==> src/rtl/sdram_arb_pkg.sv <==
// Shared types and defaults for the SDRAM request arbiter.
package sdram_arb_pkg;

  typedef enum logic [1:0] {
    IDLE    = 2'd0,
    ISSUE   = 2'd1,
    WAIT_RD = 2'd2
  } arb_state_e;

  typedef enum logic [1:0] {
    DL  = 2'd0,
    FBW = 2'd1,
    FBR = 2'd2
  } req_id_e;

  localparam int AGE_LIMIT_DEF = 16;

endpackage

==> src/rtl/sdram_arb_prio.sv <==
// Combinational winner select: promoted framebuffer clients first, then fixed dl > fbw > fbr.
module sdram_arb_prio (
  input  logic [2:0] req_i,      // {fbr, fbw, dl}
  input  logic [1:0] promote_i,  // {fbr, fbw}
  output logic [2:0] grant_o     // one-hot {fbr, fbw, dl}
);

  always_comb begin
    grant_o = 3'b000;
    if (req_i[1] && promote_i[0]) begin
      grant_o = 3'b010;
    end else if (req_i[2] && promote_i[1]) begin
      grant_o = 3'b100;
    end else if (req_i[0]) begin
      grant_o = 3'b001;
    end else if (req_i[1]) begin
      grant_o = 3'b010;
    end else if (req_i[2]) begin
      grant_o = 3'b100;
    end else begin
      grant_o = 3'b000;
    end
  end

endmodule

==> src/rtl/sdram_req_arbiter.sv <==
// Three-client SDRAM command arbiter (download write, framebuffer write, framebuffer read).
// Define SDRAM_ARB_AGE_BOOST_EN to add age-based starvation protection for fbw/fbr.
module sdram_req_arbiter
  import sdram_arb_pkg::*;
#(
  parameter int ADDR_W    = 25,
  parameter int DATA_W    = 16,
  parameter int AGE_LIMIT = AGE_LIMIT_DEF
) (
  input  logic              clk_sys,
  input  logic              reset,
  input  logic              dl_req,
  input  logic              fbw_req,
  input  logic              fbr_req,
  input  logic [ADDR_W-1:0] dl_addr,
  input  logic [ADDR_W-1:0] fbw_addr,
  input  logic [ADDR_W-1:0] fbr_addr,
  input  logic [DATA_W-1:0] dl_wdata,
  input  logic [DATA_W-1:0] fbw_wdata,
  output logic              dl_ack,
  output logic              fbw_ack,
  output logic              fbr_ack,
  output logic [DATA_W-1:0] fbr_rdata,
  output logic              fbr_rvalid,
  output logic              cmd_valid,
  output logic              cmd_we,
  output logic [ADDR_W-1:0] cmd_addr,
  output logic [DATA_W-1:0] cmd_wdata,
  input  logic              cmd_ready,
  input  logic              sd_rvalid,
  input  logic [DATA_W-1:0] sd_rdata,
  output logic              busy
);

  arb_state_e        state_q, state_d;
  req_id_e           id_q, id_d;
  logic              cmd_valid_q, cmd_valid_d;
  logic              cmd_we_q, cmd_we_d;
  logic [ADDR_W-1:0] cmd_addr_q, cmd_addr_d;
  logic [DATA_W-1:0] cmd_wdata_q, cmd_wdata_d;
  logic              rvalid_q, rvalid_d;
  logic [DATA_W-1:0] rdata_q, rdata_d;
  logic [2:0]        grant_s;
  logic [1:0]        promote_s;
  logic              accept_s;

  assign accept_s = cmd_valid_q && cmd_ready;
  assign dl_ack   = accept_s && (id_q == DL);
  assign fbw_ack  = accept_s && (id_q == FBW);
  assign fbr_ack  = accept_s && (id_q == FBR);

`ifdef SDRAM_ARB_AGE_BOOST_EN
  localparam int AGE_W = $clog2(AGE_LIMIT + 1);
  localparam logic [AGE_W-1:0] AGE_MAX = AGE_W'(AGE_LIMIT);

  logic [AGE_W-1:0] fbw_age_q, fbw_age_d, fbr_age_q, fbr_age_d;

  function automatic logic [AGE_W-1:0] age_next(input logic waiting, input logic [AGE_W-1:0] age);
    if (!waiting) begin
      return {AGE_W{1'b0}};
    end else if (age >= AGE_MAX) begin
      return age;
    end else begin
      return age + 1'b1;
    end
  endfunction

  always_comb begin
    fbw_age_d = age_next(fbw_req && !fbw_ack, fbw_age_q);
    fbr_age_d = age_next(fbr_req && !fbr_ack, fbr_age_q);
  end

  always_ff @(posedge clk_sys or posedge reset) begin
    if (reset) begin
      fbw_age_q <= {AGE_W{1'b0}};
      fbr_age_q <= {AGE_W{1'b0}};
    end else begin
      fbw_age_q <= fbw_age_d;
      fbr_age_q <= fbr_age_d;
    end
  end

  assign promote_s = {fbr_age_q >= AGE_MAX, fbw_age_q >= AGE_MAX};
`else
  assign promote_s = 2'b00;
`endif

  sdram_arb_prio u_prio (
    .req_i     ({fbr_req, fbw_req, dl_req}),
    .promote_i (promote_s),
    .grant_o   (grant_s)
  );

  always_comb begin
    state_d     = state_q;
    id_d        = id_q;
    cmd_valid_d = cmd_valid_q;
    cmd_we_d    = cmd_we_q;
    cmd_addr_d  = cmd_addr_q;
    cmd_wdata_d = cmd_wdata_q;
    rvalid_d    = 1'b0;
    rdata_d     = rdata_q;
    case (state_q)
      IDLE: begin
        if (grant_s != 3'b000) begin
          state_d     = ISSUE;
          cmd_valid_d = 1'b1;
          if (grant_s[0]) begin
            id_d        = DL;
            cmd_we_d    = 1'b1;
            cmd_addr_d  = dl_addr;
            cmd_wdata_d = dl_wdata;
          end else if (grant_s[1]) begin
            id_d        = FBW;
            cmd_we_d    = 1'b1;
            cmd_addr_d  = fbw_addr;
            cmd_wdata_d = fbw_wdata;
          end else begin
            id_d        = FBR;
            cmd_we_d    = 1'b0;
            cmd_addr_d  = fbr_addr;
            cmd_wdata_d = {DATA_W{1'b0}};
          end
        end else begin
          state_d = IDLE;
        end
      end
      ISSUE: begin
        if (cmd_ready) begin
          cmd_valid_d = 1'b0;
          state_d     = (id_q == FBR) ? WAIT_RD : IDLE;
        end else begin
          state_d = ISSUE;
        end
      end
      WAIT_RD: begin
        // Only the first return after a read command is forwarded.
        if (sd_rvalid) begin
          rvalid_d = 1'b1;
          rdata_d  = sd_rdata;
          state_d  = IDLE;
        end else begin
          state_d = WAIT_RD;
        end
      end
      default: begin
        state_d     = IDLE;
        cmd_valid_d = 1'b0;
      end
    endcase
  end

  always_ff @(posedge clk_sys or posedge reset) begin
    if (reset) begin
      state_q     <= IDLE;
      id_q        <= DL;
      cmd_valid_q <= 1'b0;
      cmd_we_q    <= 1'b0;
      cmd_addr_q  <= {ADDR_W{1'b0}};
      cmd_wdata_q <= {DATA_W{1'b0}};
      rvalid_q    <= 1'b0;
      rdata_q     <= {DATA_W{1'b0}};
    end else begin
      state_q     <= state_d;
      id_q        <= id_d;
      cmd_valid_q <= cmd_valid_d;
      cmd_we_q    <= cmd_we_d;
      cmd_addr_q  <= cmd_addr_d;
      cmd_wdata_q <= cmd_wdata_d;
      rvalid_q    <= rvalid_d;
      rdata_q     <= rdata_d;
    end
  end

  assign cmd_valid  = cmd_valid_q;
  assign cmd_we     = cmd_we_q;
  assign cmd_addr   = cmd_addr_q;
  assign cmd_wdata  = cmd_wdata_q;
  assign fbr_rvalid = rvalid_q;
  assign fbr_rdata  = rdata_q;
  assign busy       = (state_q != IDLE);

endmodule

==> config.mk <==
export PLATFORM = sky130hd
export DESIGN_NAME = sdram_req_arbiter
export DESIGN_NICKNAME = d
export VERILOG_FILES = /design/src/rtl/sdram_arb_pkg.sv /design/src/rtl/sdram_arb_prio.sv /design/src/rtl/sdram_req_arbiter.sv
export SDC_FILE = /design/constraint.sdc
export NUM_CORES = 1
export LEC_CHECK = 0
export CAP_MARGIN = 10
export CORE_UTILIZATION = 38
export DETAILED_ROUTE_END_ITERATION = 16
export PLACE_DENSITY = 0.81
export SYNTH_ARGS = -nofsm -noshare
export SYNTH_HDL_FRONTEND = slang
export SYNTH_SLANG_ARGS = --single-unit
==> constraint.sdc <==
create_clock -name clk_sys -period 2.3 [get_ports clk_sys]
set_input_delay 0.345 -clock clk_sys [delete_from_list [all_inputs] [get_ports clk_sys]]
set_output_delay 0.345 -clock clk_sys [all_outputs]
set_load 0.05 [all_outputs]
==> key figures <==
Synth
  – Ys Warns: 0
  – Syn Inst Count: 293
  – Count leader, synth: o21ai_0
  – Leading area contributor after synthesis: dfrtp_1
  – Distinct cells, synth: 22
  – Mapped Nets: 423
  – Register bit total from synthesis: 64
  – Top cells by count, synth: 70 x o21ai_0, 64 x dfrtp_1, 46 x mux2_2
  – Number of synthesized flops with an enable pin: 0
  – Ranking of synthesized cells by area: dfrtp_1 49%, mux2_2 16%, o21ai_0 11%
  – Top FF cell, synth: dfrtp_1
  – Mean Syn Cell Area: 11.1 um2
  – Yosys top cell area share: 0.491
  – FFs w/ async S/R, synth: 1.00
  – Cell Area, Synth: 0.00326 mm2
  – Register area share after synthesis: 0.491

Floorplanning
  – Initial Util: 0.395
  – Die area: 0.00896 mm2
  – # rows: 33
  – Core area: 0.00826 mm2
  – IO Count: 194
  – Die width: 94.7 um
  – Die Ht: 94.7 um

STA
  – Worst-Margin Slew: 807 ps
  – Final hold vios: 0
  – Unrepaired setup endpoints after global routing: false
  – Final setup vio count: 0
  – Fin. max-slew vios: 0
  – Fin crit share: 0.827
  – WHS: 316 ps
  – Setup Skew: 7.36 ps
  – Fin crit period: 1900 ps
  – FMAX: 0.525 GHz
  – Rel. slew slack: 0.462

Global routing
  – First-pass GRT wire length: 14100 um
  – Tot GR Track Use: 0.208
  – Largest net degree at the start of global routing: 60
  – GRT overflow: 0
  – Initial antenna violation count: 0
  – Vias in the first global route: 2983

Power and ir drop
  – Int Power: 0.00366 W
  – Clock network power share: 0.124
  – Switching power: 0.00327 W
  – Sequential power share: 0.275
  – Worst IR Drop VDD: 0.503 mV
  – Leakage: 2.37 nW
  – Logic pwr share: 0.600
  – Switching share of power: 0.472
  – Pwr/cell area: 1260 mW/mm2

Final layout
  – Post-route cell area: 0.00549 mm2
  – Layout cells sized above 1: 0.185
  – Area Overhead vs Synth: 68.2%
  – Non-Filler Instances: 592
  – Fin nets: 612
  – Final core occ: 0.665
  – N_diodes: 0

Drt
  – First drt pass iteration count: 5
  – Via-to-Cell Ratio: 4.94
  – Post-Route WL: 9140 um
  – DR vias: 2924
  – Wirelength per Cell: 15.4 um
  – Drt initial violations: 70
  – DRC errors left: 0
  – Number of nets with antenna violations after routing: 0

Critical path
  – CP arrival: 2140 ps
  – R2R cell count: 4
  – Crit path kind: register to register
  – Crit path max-delay cell type: or2_2
  – Largest driver fanout on the critical path: 35
  – WP data required: 2540 ps
  – Buffers & Inverters on Critical Path: 1
  – Critical path cell sequence: or2_1 > or2_2 > buf_4 > o21ai_0
  – Worst path depth: 4
  – Family with the most delay on the worst path: simple AND/OR/NAND/NOR gates
  – CP Capture Type: register
  – CP max stage delay: 620 ps
  – CP startpoint kind: register

Placed design
  – Cell total after placement: 576
  – Placement Cell Area: 0.00531 mm2
  – I/O Buffers: 193
  – Final HPWL DP: 6860 um
  – GPL Wtd Cong: 0.696

Clocking
  – CTS max path bufs: 2
  – Clk sinks: 64
  – Clock transition at path regs: 70 ps
  – Worst skew pair latency: 330 ps
  – CTS Root Cell: clkbuf_8
  – H-tree depth: 3
  – CTS resizes: 0
  – Hold Buf Count CTS: 0
  – Total CTS buffers: 9
  – Post-CTS setup buffers: 0
  – TritonCTS clock tree: built

Outcome
  – Status: completed

Flow run
  – Max cap viols: 0

Worst hold path
  – HP Class: primary input to asynchronous set/reset pin
==> worst reg2reg max path, stage by stage, from the launching register on <==
cell and delay (ps):
dfrtp_1 410, or2_1 280, or2_2 620, buf_4 320, o21ai_0 190
==> registers in the layout, indices dropped and copies added (netlist names) <==
| signal | count |
|---|---|
| cmd_wdata | 16 |
| cmd_addr | 25 |
| cmd_valid | 1 |
| id_q | 2 |
| fbr_rvalid | 1 |
| cmd_we | 1 |
| fbr_rdata | 16 |
| state_q | 2 |
==> per-layer routing <==
layer | part of all wire | routed length, um | track usage | up-vias
met5 | 0 | 0 | 0 | -
met4 | 0.023 | 209 | 0.0833 | 0
met3 | 0.085 | 781 | 0.0515 | 20
met2 | 0.51 | 4700 | 0.374 | 132
met1 | 0.38 | 3450 | 0.234 | 1369
li1 | - | - | - | 1403
==> stage by stage <==
| step | worst slack (ps) | total power [W] | setup TNS (ps) |
|---|---|---|---|
| 3_5_place_dp | 97.1 | 0.00611 | 0 |
| 2_1_floorplan | -19.5 | 0.00457 | -22.5 |
| 4_1_cts | 373 | 0.00699 | 0 |
| 3_3_place_gp | 165 | 0.00603 | 0 |
| 6_report | 397 | 0.00693 | 0 |
| 5_1_grt | 299 | 0.00726 | 0 |
==> power groups by stage <==
stage | sequential [W] | combinational [W] | clock [W]
final | 0.00191 | 0.00416 | 0.000862
after global routing | 0.00197 | 0.00435 | 0.000940
after CTS | 0.00191 | 0.00420 | 0.000882
after detailed placement | 0.00192 | 0.00419 | 0
after global placement | 0.00190 | 0.00412 | 0
after floorplan | 0.00352 | 0.00105 | 0
==> logic make-up after synthesis <==
| group | synth area share |
|---|---|
| buffers and inverters | 0.0422 |
| AO/OA/AOI/OAI | 0.113 |
| AND/OR/NAND/NOR | 0.0675 |
| flip-flops | 0.491 |
| multiplexers | 0.286 |
==> cells in the final DEF, fill, tap and decap left out, types with 2 or more instances in the layout <==
cell type | Yosys | final
clkdlybuf4s50_1 | 0 | 187
o21ai_0 | 70 | 70
dfrtp_1 | 64 | 64
mux2_2 | 46 | 46
nand2_1 | 34 | 34
mux2i_1 | 25 | 25
mux2_4 | 11 | 11
clkbuf_8 | 0 | 11
buf_4 | 0 | 7
buf_12 | 0 | 5
inv_1 | 4 | 3
nand2b_1 | 3 | 3
clkinv_2 | 0 | 3
nand3b_1 | 2 | 2
nor3b_1 | 2 | 2
buf_2 | 10 | 2
==> layout make-up <==
class,count,area [um2]
timing repair buffer,201,2030
inverter,4,15.0
multi-input combinational,202,1520
sequential,64,1600
tap,105,131
clock buffer,11,151
clock inverter,5,31.3
fill,671,2770
==> worst paths after layout <==
check	start	to	slack [ps]
min reg2reg	cmd_addr[4]	cmd_addr[4]	500
max reg2reg	state_q[0]	cmd_addr[11]	400
min	reset	fbr_rdata[12]	320
max	state_q[0]	cmd_addr[11]	400
min in group clk_sys	cmd_addr[4]	cmd_addr[4]	500
max in group asynchronous	reset	cmd_addr[21]	1440
No activity file was read; power rests on OpenSTA's default activity.
